**config.mk**
```make
export PLATFORM = sky130hd
export DESIGN_NAME = sdram_port_scheduler
export DESIGN_NICKNAME = d
export VERILOG_FILES = /design/src/rtl/sdram_sched_pkg.sv /design/src/rtl/sdram_port_addr_gen.sv /design/src/rtl/sdram_port_scheduler.sv
export SDC_FILE = /design/constraint.sdc
export NUM_CORES = 1
export LEC_CHECK = 0
export CORE_ASPECT_RATIO = 0.9
export CORE_MARGIN = 2
export CORE_UTILIZATION = 30
export CTS_BUF_LIST = sky130_fd_sc_hd__clkbuf_2 sky130_fd_sc_hd__clkbuf_4 sky130_fd_sc_hd__clkbuf_8
export CTS_CLUSTER_DIAMETER = 200
export CTS_CLUSTER_SIZE = 10
export DETAILED_ROUTE_END_ITERATION = 16
export PLACE_DENSITY = 0.61
export SLEW_MARGIN = 30
export SYNTH_ARGS = -nofsm -noshare
export SYNTH_HDL_FRONTEND = slang
export SYNTH_SLANG_ARGS = --single-unit
```
**constraint.sdc**
```tcl
create_clock -name iCLK -period 9.65 [get_ports iCLK]
set_input_delay 1.93 -clock iCLK [delete_from_list [all_inputs] [get_ports iCLK]]
set_output_delay 1.93 -clock iCLK [all_outputs]
set_load 0.01 [all_outputs]
```
**src/rtl/sdram_sched_pkg.sv**
```systemverilog
// Shared encodings for the SDRAM burst scheduler: command ops, port IDs,
// FSM states and default widths.
package sdram_sched_pkg;

    localparam int ADDR_W_DEF = 23;
    localparam int LEN_W_DEF  = 9;

    localparam logic [1:0] OP_NONE    = 2'b00;
    localparam logic [1:0] OP_WRITE   = 2'b01;
    localparam logic [1:0] OP_READ    = 2'b10;
    localparam logic [1:0] OP_REFRESH = 2'b11;

    localparam logic [1:0] PORT_WR1 = 2'd0;
    localparam logic [1:0] PORT_RD1 = 2'd1;
    localparam logic [1:0] PORT_RD2 = 2'd2;
    localparam logic [1:0] PORT_REF = 2'd3;

    typedef enum logic [1:0] {
        ST_IDLE  = 2'd0,
        ST_ARB   = 2'd1,
        ST_ISSUE = 2'd2,
        ST_WAIT  = 2'd3
    } state_t;

endpackage

```
**src/rtl/sdram_port_addr_gen.sv**
```systemverilog
// Per-port burst address counter: enable flag, deferred LOAD while in flight,
// burst truncation at the wrap limit and wrap-to-base on completion.
module sdram_port_addr_gen #(
    parameter int ADDR_W = 23,
    parameter int LEN_W  = 9
) (
    input  logic              clk,
    input  logic              rst,
    input  logic [ADDR_W-1:0] base_addr,
    input  logic [ADDR_W-1:0] max_addr,
    input  logic [LEN_W-1:0]  length,
    input  logic              load,
    input  logic              in_flight,
    input  logic              done,
    input  logic [LEN_W-1:0]  done_len,
    output logic [ADDR_W-1:0] cur_addr,
    output logic [LEN_W-1:0]  burst_len,
    output logic              enabled
);

    localparam int SUM_W = ADDR_W + 1;

    logic [ADDR_W-1:0] cnt_q, cnt_d;
    logic              en_q, en_d;
    logic              pend_q, pend_d;
    logic [ADDR_W-1:0] room;
    logic [SUM_W-1:0]  next_addr;

    always_comb begin
        room      = (max_addr > cnt_q) ? (max_addr - cnt_q) : '0;
        burst_len = (room < ADDR_W'(length)) ? room[LEN_W-1:0] : length;
        next_addr = SUM_W'(cnt_q) + SUM_W'(done_len);

        cnt_d  = cnt_q;
        en_d   = en_q;
        pend_d = pend_q;
        if (done) begin
            // A load that arrived during the burst wins over the increment.
            if (pend_q || load) begin
                cnt_d  = base_addr;
                en_d   = 1'b1;
                pend_d = 1'b0;
            end else if (next_addr >= SUM_W'(max_addr)) begin
                cnt_d = base_addr;
            end else begin
                cnt_d = next_addr[ADDR_W-1:0];
            end
        end else if (load) begin
            if (in_flight) begin
                pend_d = 1'b1;
            end else begin
                cnt_d = base_addr;
                en_d  = 1'b1;
            end
        end
    end

    always_ff @(posedge clk or posedge rst) begin
        if (rst) begin
            cnt_q  <= '0;
            en_q   <= 1'b0;
            pend_q <= 1'b0;
        end else begin
            cnt_q  <= cnt_d;
            en_q   <= en_d;
            pend_q <= pend_d;
        end
    end

    assign cur_addr = cnt_q;
    assign enabled  = en_q;

endmodule

```
**src/rtl/sdram_port_scheduler.sv**
```systemverilog
// Burst scheduler for the 4-port SDRAM frame buffer: refresh > WR1 > RD1/RD2
// round-robin, one outstanding burst command at a time.
module sdram_port_scheduler
    import sdram_sched_pkg::*;
#(
    parameter int ADDR_W = ADDR_W_DEF,
    parameter int LEN_W  = LEN_W_DEF
) (
    input  logic              iCLK,
    input  logic              iRST,
    input  logic [ADDR_W-1:0] iWR1_ADDR,
    input  logic [ADDR_W-1:0] iWR1_MAX_ADDR,
    input  logic [LEN_W-1:0]  iWR1_LENGTH,
    input  logic              iWR1_LOAD,
    input  logic [LEN_W-1:0]  iWR1_USEDW,
    input  logic [ADDR_W-1:0] iRD1_ADDR,
    input  logic [ADDR_W-1:0] iRD1_MAX_ADDR,
    input  logic [LEN_W-1:0]  iRD1_LENGTH,
    input  logic              iRD1_LOAD,
    input  logic [LEN_W-1:0]  iRD1_USEDW,
    input  logic [ADDR_W-1:0] iRD2_ADDR,
    input  logic [ADDR_W-1:0] iRD2_MAX_ADDR,
    input  logic [LEN_W-1:0]  iRD2_LENGTH,
    input  logic              iRD2_LOAD,
    input  logic [LEN_W-1:0]  iRD2_USEDW,
    input  logic              iREF_REQ,
    output logic              oCMD_VALID,
    input  logic              iCMD_READY,
    output logic [1:0]        oCMD_OP,
    output logic [1:0]        oCMD_PORT,
    output logic [ADDR_W-1:0] oCMD_ADDR,
    output logic [LEN_W-1:0]  oCMD_LEN,
    input  logic              iCMD_DONE,
    output logic              oBUSY
);

    logic [2:0][ADDR_W-1:0] base_a, max_a, cur_a;
    logic [2:0][LEN_W-1:0]  length_a, blen_a;
    logic [2:0]             load_a, en_a, flight_a, done_a;

    state_t            state_q, state_d;
    logic              valid_q, valid_d;
    logic              busy_q, busy_d;
    logic              rr_q, rr_d;
    logic [1:0]        op_q, op_d;
    logic [1:0]        port_q, port_d;
    logic [ADDR_W-1:0] addr_q, addr_d;
    logic [LEN_W-1:0]  len_q, len_d;

    logic       req_wr1, req_rd1, req_rd2, req_any;
    logic [1:0] grant;

    assign base_a   = {iRD2_ADDR, iRD1_ADDR, iWR1_ADDR};
    assign max_a    = {iRD2_MAX_ADDR, iRD1_MAX_ADDR, iWR1_MAX_ADDR};
    assign length_a = {iRD2_LENGTH, iRD1_LENGTH, iWR1_LENGTH};
    assign load_a   = {iRD2_LOAD, iRD1_LOAD, iWR1_LOAD};

    for (genvar p = 0; p < 3; p++) begin : g_port
        // In flight from the ARB cycle that grants it until DONE.
        assign flight_a[p] = (((state_q == ST_ISSUE) || (state_q == ST_WAIT)) && (port_q == 2'(p)))
                          || ((state_q == ST_ARB) && req_any && (grant == 2'(p)));
        assign done_a[p]   = iCMD_DONE && (state_q == ST_WAIT) && (port_q == 2'(p));

        sdram_port_addr_gen #(.ADDR_W(ADDR_W), .LEN_W(LEN_W)) u_addr_gen (
            .clk       (iCLK),
            .rst       (iRST),
            .base_addr (base_a[p]),
            .max_addr  (max_a[p]),
            .length    (length_a[p]),
            .load      (load_a[p]),
            .in_flight (flight_a[p]),
            .done      (done_a[p]),
            .done_len  (len_q),
            .cur_addr  (cur_a[p]),
            .burst_len (blen_a[p]),
            .enabled   (en_a[p])
        );
    end

    always_comb begin
        req_wr1 = en_a[0] && (iWR1_USEDW >= iWR1_LENGTH) && (iWR1_LENGTH != '0);
        req_rd1 = en_a[1] && (iRD1_USEDW < iRD1_LENGTH) && (iRD1_LENGTH != '0);
        req_rd2 = en_a[2] && (iRD2_USEDW < iRD2_LENGTH) && (iRD2_LENGTH != '0);

        req_any = 1'b1;
        grant   = PORT_WR1;
        if (iREF_REQ)                grant = PORT_REF;
        else if (req_wr1)            grant = PORT_WR1;
        else if (req_rd1 && req_rd2) grant = rr_q ? PORT_RD2 : PORT_RD1;
        else if (req_rd1)            grant = PORT_RD1;
        else if (req_rd2)            grant = PORT_RD2;
        else                         req_any = 1'b0;
    end

    always_comb begin
        state_d = state_q;
        valid_d = valid_q;
        busy_d  = busy_q;
        rr_d    = rr_q;
        op_d    = op_q;
        port_d  = port_q;
        addr_d  = addr_q;
        len_d   = len_q;
        case (state_q)
            ST_IDLE: state_d = ST_ARB;
            ST_ARB: begin
                if (req_any) begin
                    state_d = ST_ISSUE;
                    valid_d = 1'b1;
                    busy_d  = 1'b1;
                    port_d  = grant;
                    case (grant)
                        PORT_WR1: begin op_d = OP_WRITE; addr_d = cur_a[0]; len_d = blen_a[0]; end
                        PORT_RD1: begin op_d = OP_READ;  addr_d = cur_a[1]; len_d = blen_a[1]; end
                        PORT_RD2: begin op_d = OP_READ;  addr_d = cur_a[2]; len_d = blen_a[2]; end
                        default:  begin op_d = OP_REFRESH; addr_d = '0; len_d = '0; end
                    endcase
                    if ((grant == PORT_RD1) || (grant == PORT_RD2)) rr_d = (grant == PORT_RD1);
                end
            end
            ST_ISSUE: begin
                if (iCMD_READY) begin
                    valid_d = 1'b0;
                    state_d = ST_WAIT;
                end
            end
            ST_WAIT: begin
                if (iCMD_DONE) begin
                    busy_d  = 1'b0;
                    state_d = ST_IDLE;
                end
            end
            default: state_d = ST_IDLE;
        endcase
    end

    always_ff @(posedge iCLK or posedge iRST) begin
        if (iRST) begin
            state_q <= ST_IDLE;
            valid_q <= 1'b0;
            busy_q  <= 1'b0;
            rr_q    <= 1'b0;
            op_q    <= OP_NONE;
            port_q  <= 2'd0;
            addr_q  <= '0;
            len_q   <= '0;
        end else begin
            state_q <= state_d;
            valid_q <= valid_d;
            busy_q  <= busy_d;
            rr_q    <= rr_d;
            op_q    <= op_d;
            port_q  <= port_d;
            addr_q  <= addr_d;
            len_q   <= len_d;
        end
    end

    assign oCMD_VALID = valid_q;
    assign oCMD_OP    = op_q;
    assign oCMD_PORT  = port_q;
    assign oCMD_ADDR  = addr_q;
    assign oCMD_LEN   = len_q;
    assign oBUSY      = busy_q;

endmodule

```
==> impl_metrics.env <==
export IMPL_htreeDepth=4
export IMPL_cap_violations=0
export IMPL_clkLatencyLatePin_ps=480
export IMPL_initial_core_util_pct=30.4
export IMPL_max_freq_ghz=0.140
export IMPL_synth_edff_count=0
export IMPL_path_max_fanout=16
export IMPL_critical_path_endpoint="oCMD_LEN[8]"
export IMPL_grt_antenna_before_repair=1
export IMPL_fin_crit_ps=7170
export IMPL_cp_startpoint="iWR1_MAX_ADDR[12]"
export IMPL_min_period_over_period_pct=74.3
export IMPL_dp_slack_ps=2090
export IMPL_avgViaCountPerCell=5.52
export IMPL_grt_pass1_wl_mm=94.1
export IMPL_post_route_util_pct=37.3
export IMPL_setup_ws_ps=2480
export IMPL_grt_max_degree=61
export IMPL_gp_congestion=0.955
export IMPL_core_sq_um=50400
export IMPL_ant_nets=0
export IMPL_drc=0
export IMPL_cts_setup_buffers=0
export IMPL_ios=238
export IMPL_ir_drop_v=0.000110
export IMPL_timing_hold_ws_ps=475
export IMPL_root_buffer="clkbuf_8"
export IMPL_grt_usage_pct=23.4
export IMPL_vias=15861
export IMPL_top_layer="met4"
export IMPL_cts_buffers=17
export IMPL_grt_overflow=0
export IMPL_postSynthCellCount=1985
export IMPL_layout_drive_gt1_share_pct=4.42
export IMPL_hold_viol_final=0
export IMPL_avgSynthCellArea_sq_um=7.71
export IMPL_r2r_end="g_port[1].u_addr_gen.cur_addr[9]"
export IMPL_max_slew_worst_pin_slew_ps=990
export IMPL_rsz0062_at_grt="no"
export IMPL_yosys_cell_types_count=93
export IMPL_synth_area_sq_um=15300
export IMPL_clock_path_buffers=2
export IMPL_wl_per_cell_um=22.0
export IMPL_finalSetupTns_ps=0
export IMPL_max_slew_margin_pct=33.8
export IMPL_cts_sinks=116
export IMPL_drtPass1Iterations=6
export IMPL_ys_warn_count=0
export IMPL_ys_ff_latch=116
export IMPL_dieHeight_um=218
export IMPL_ctsResizeCount=0
export IMPL_syn_nets=2413
export IMPL_portBuffers=237
export IMPL_start_kind="input pin"
export IMPL_finalNetCount=2609
export IMPL_hpwl_mm=54.3
export IMPL_leakage_nw=8.28
export IMPL_hold_buffers=0
export IMPL_ys_flop_type="dfrtp_1"
export IMPL_setup_violations=0
export IMPL_wl_met3_mm=4.47
export IMPL_tritoncts="yes"
export IMPL_routed_wl_mm=63.1
export IMPL_clkTransAtPathRegs_ps=100
export IMPL_wl_met1_mm=29.8
export IMPL_first_global_vias=15208
export IMPL_die_area_sq_um=52800
export IMPL_ys_seq_area_share_pct=19.0
export IMPL_drtIter0Drc=1606
export IMPL_area_growth_pct=22.9
export IMPL_async_flop_share_pct=100
export IMPL_wl_met2_mm=27.3
export IMPL_hold_path_depth=2
export IMPL_rows=78
export IMPL_layout_commonest_cell="clkdlybuf4s50_1"
export IMPL_status="completed"
export IMPL_die_w_um=242
export IMPL_reg2reg_slack_ps=3670
export IMPL_critPathKind="input pin to flip-flop"
export IMPL_worstHoldPathType="flip-flop to flip-flop"
export IMPL_pwr_density_cell_nw_per_um2=308
export IMPL_r2r_start="oCMD_LEN[1]"
export IMPL_final_cell_mix="clkdlybuf4s50_1, ha_1, nand2_1"
export IMPL_finalClockSkew_ps=27.4
export IMPL_maxSlewViolCount=0
export IMPL_worstPathRequired_ps=10050
export IMPL_r2r_cells=21
export IMPL_cp_end_kind="flip-flop"
export IMPL_arrival_ps=7570
through the flow:
stage               total power, mW  cell area [sq um]  std cells
detailed placement             5.22              18400       2841
global placement               5.16              18300       2840
floorplan                      3.82              15300       1985
finish                         5.79              18800       2875
CTS                            5.70              18800       2873
global route                   6.29              18800       2875
worst max-delay path: stages:
cell	delay (ps)
clkdlybuf4s50_1	460
ha_1	420
a211o_1	310
a21oi_1	430
nand3_1	150
o31ai_1	330
o21ai_1	170
nand2_1	280
nor2_1	100
ha_1	330
a21oi_1	150
o21ai_0	120
o21ai_0	210
o211ai_1	120
nor4_1	340
nand4_1	160
or2_0	570
nor3_1	680
a2111oi_2	100
a31oi_1	180
Yosys cell counts, types with 13 or more instances:
cell	instances	share of area [%]
ha_1	222	18
nand2_1	210	5.2
inv_1	203	5.0
o21ai_0	148	4.8
nor2_1	124	3.0
a21oi_1	123	4.0
dfrtp_1	116	19
xnor2_1	71	4.1
mux2i_1	66	4.3
clkbuf_1	56	1.4
nor3_1	53	1.7
a21o_1	50	2.5
nand3_1	46	1.5
o31ai_1	28	1.4
nand4_1	27	1.1
xor2_1	27	1.5
a31oi_1	26	1.1
nand2b_1	25	1.0
a211oi_1	23	1.1
a222oi_1	23	1.5
nor2b_1	22	0.90
nor4_1	20	0.82
o21a_1	16	0.79
and2_1	14	0.57
or3_1	13	0.53
layer usage:
metal	track usage (%)	vias up
met5	0	-
met4	6.19	0
met3	5.13	79
met2	36.1	570
met1	32.8	7582
li1	-	7630
power breakdown:
part	switching (mW)	internal, mW
clock network	0.251	0.215
registers	0.389	0.702
logic	2.54	1.69
total	3.18	2.61
cell type report:
class	instances	area, sq um
Timing Repair Buffer	248	2490
Fill cell	5369	31600
Inverter	203	764
Antenna cell	1	2.50
Clock inverter	15	158
Clock buffer	17	234
Multi-Input combinational cell	1595	11400
Tap cell	680	851
Sequential cell	116	2900
flip-flops by register name, summed over array words and instances (netlist names):
signal                      count
oCMD_PORT                       2
state_q                         2
oCMD_OP                         2
oCMD_LEN                        9
rr_q                            1
oCMD_VALID                      1
oCMD_ADDR                      23
g_port.u_addr_gen.cur_addr     69
oBUSY                           1
g_port.u_addr_gen.enabled       3
g_port.u_addr_gen.pend_q        3
kinds of logic after synthesis:
group                      count (synthesis)  share of synthesized area [%]
and+or+nand+nor                          610                           19.2
adders and majority gates                228                           18.9
AOI/OAI and AO/OA                        587                           25.4
muxes                                     72                           4.76
xor gates and xnor gates                  98                           5.61
buffers and inverters                    274                           7.04
DFF                                      116                           19.0
worst min path at each step:
stage	start	endpoint	slack, ps
floorplan	g_port[0].u_addr_gen.enabled	g_port[0].u_addr_gen.enabled	440
global placement	oCMD_ADDR[16]	oCMD_ADDR[16]	470
detailed placement	oCMD_ADDR[10]	oCMD_ADDR[10]	470
CTS	oCMD_ADDR[10]	oCMD_ADDR[10]	480
global route	oCMD_ADDR[13]	oCMD_ADDR[13]	500
finish	oCMD_ADDR[10]	oCMD_ADDR[10]	480
No activity file was read; power rests on OpenSTA's default activity.
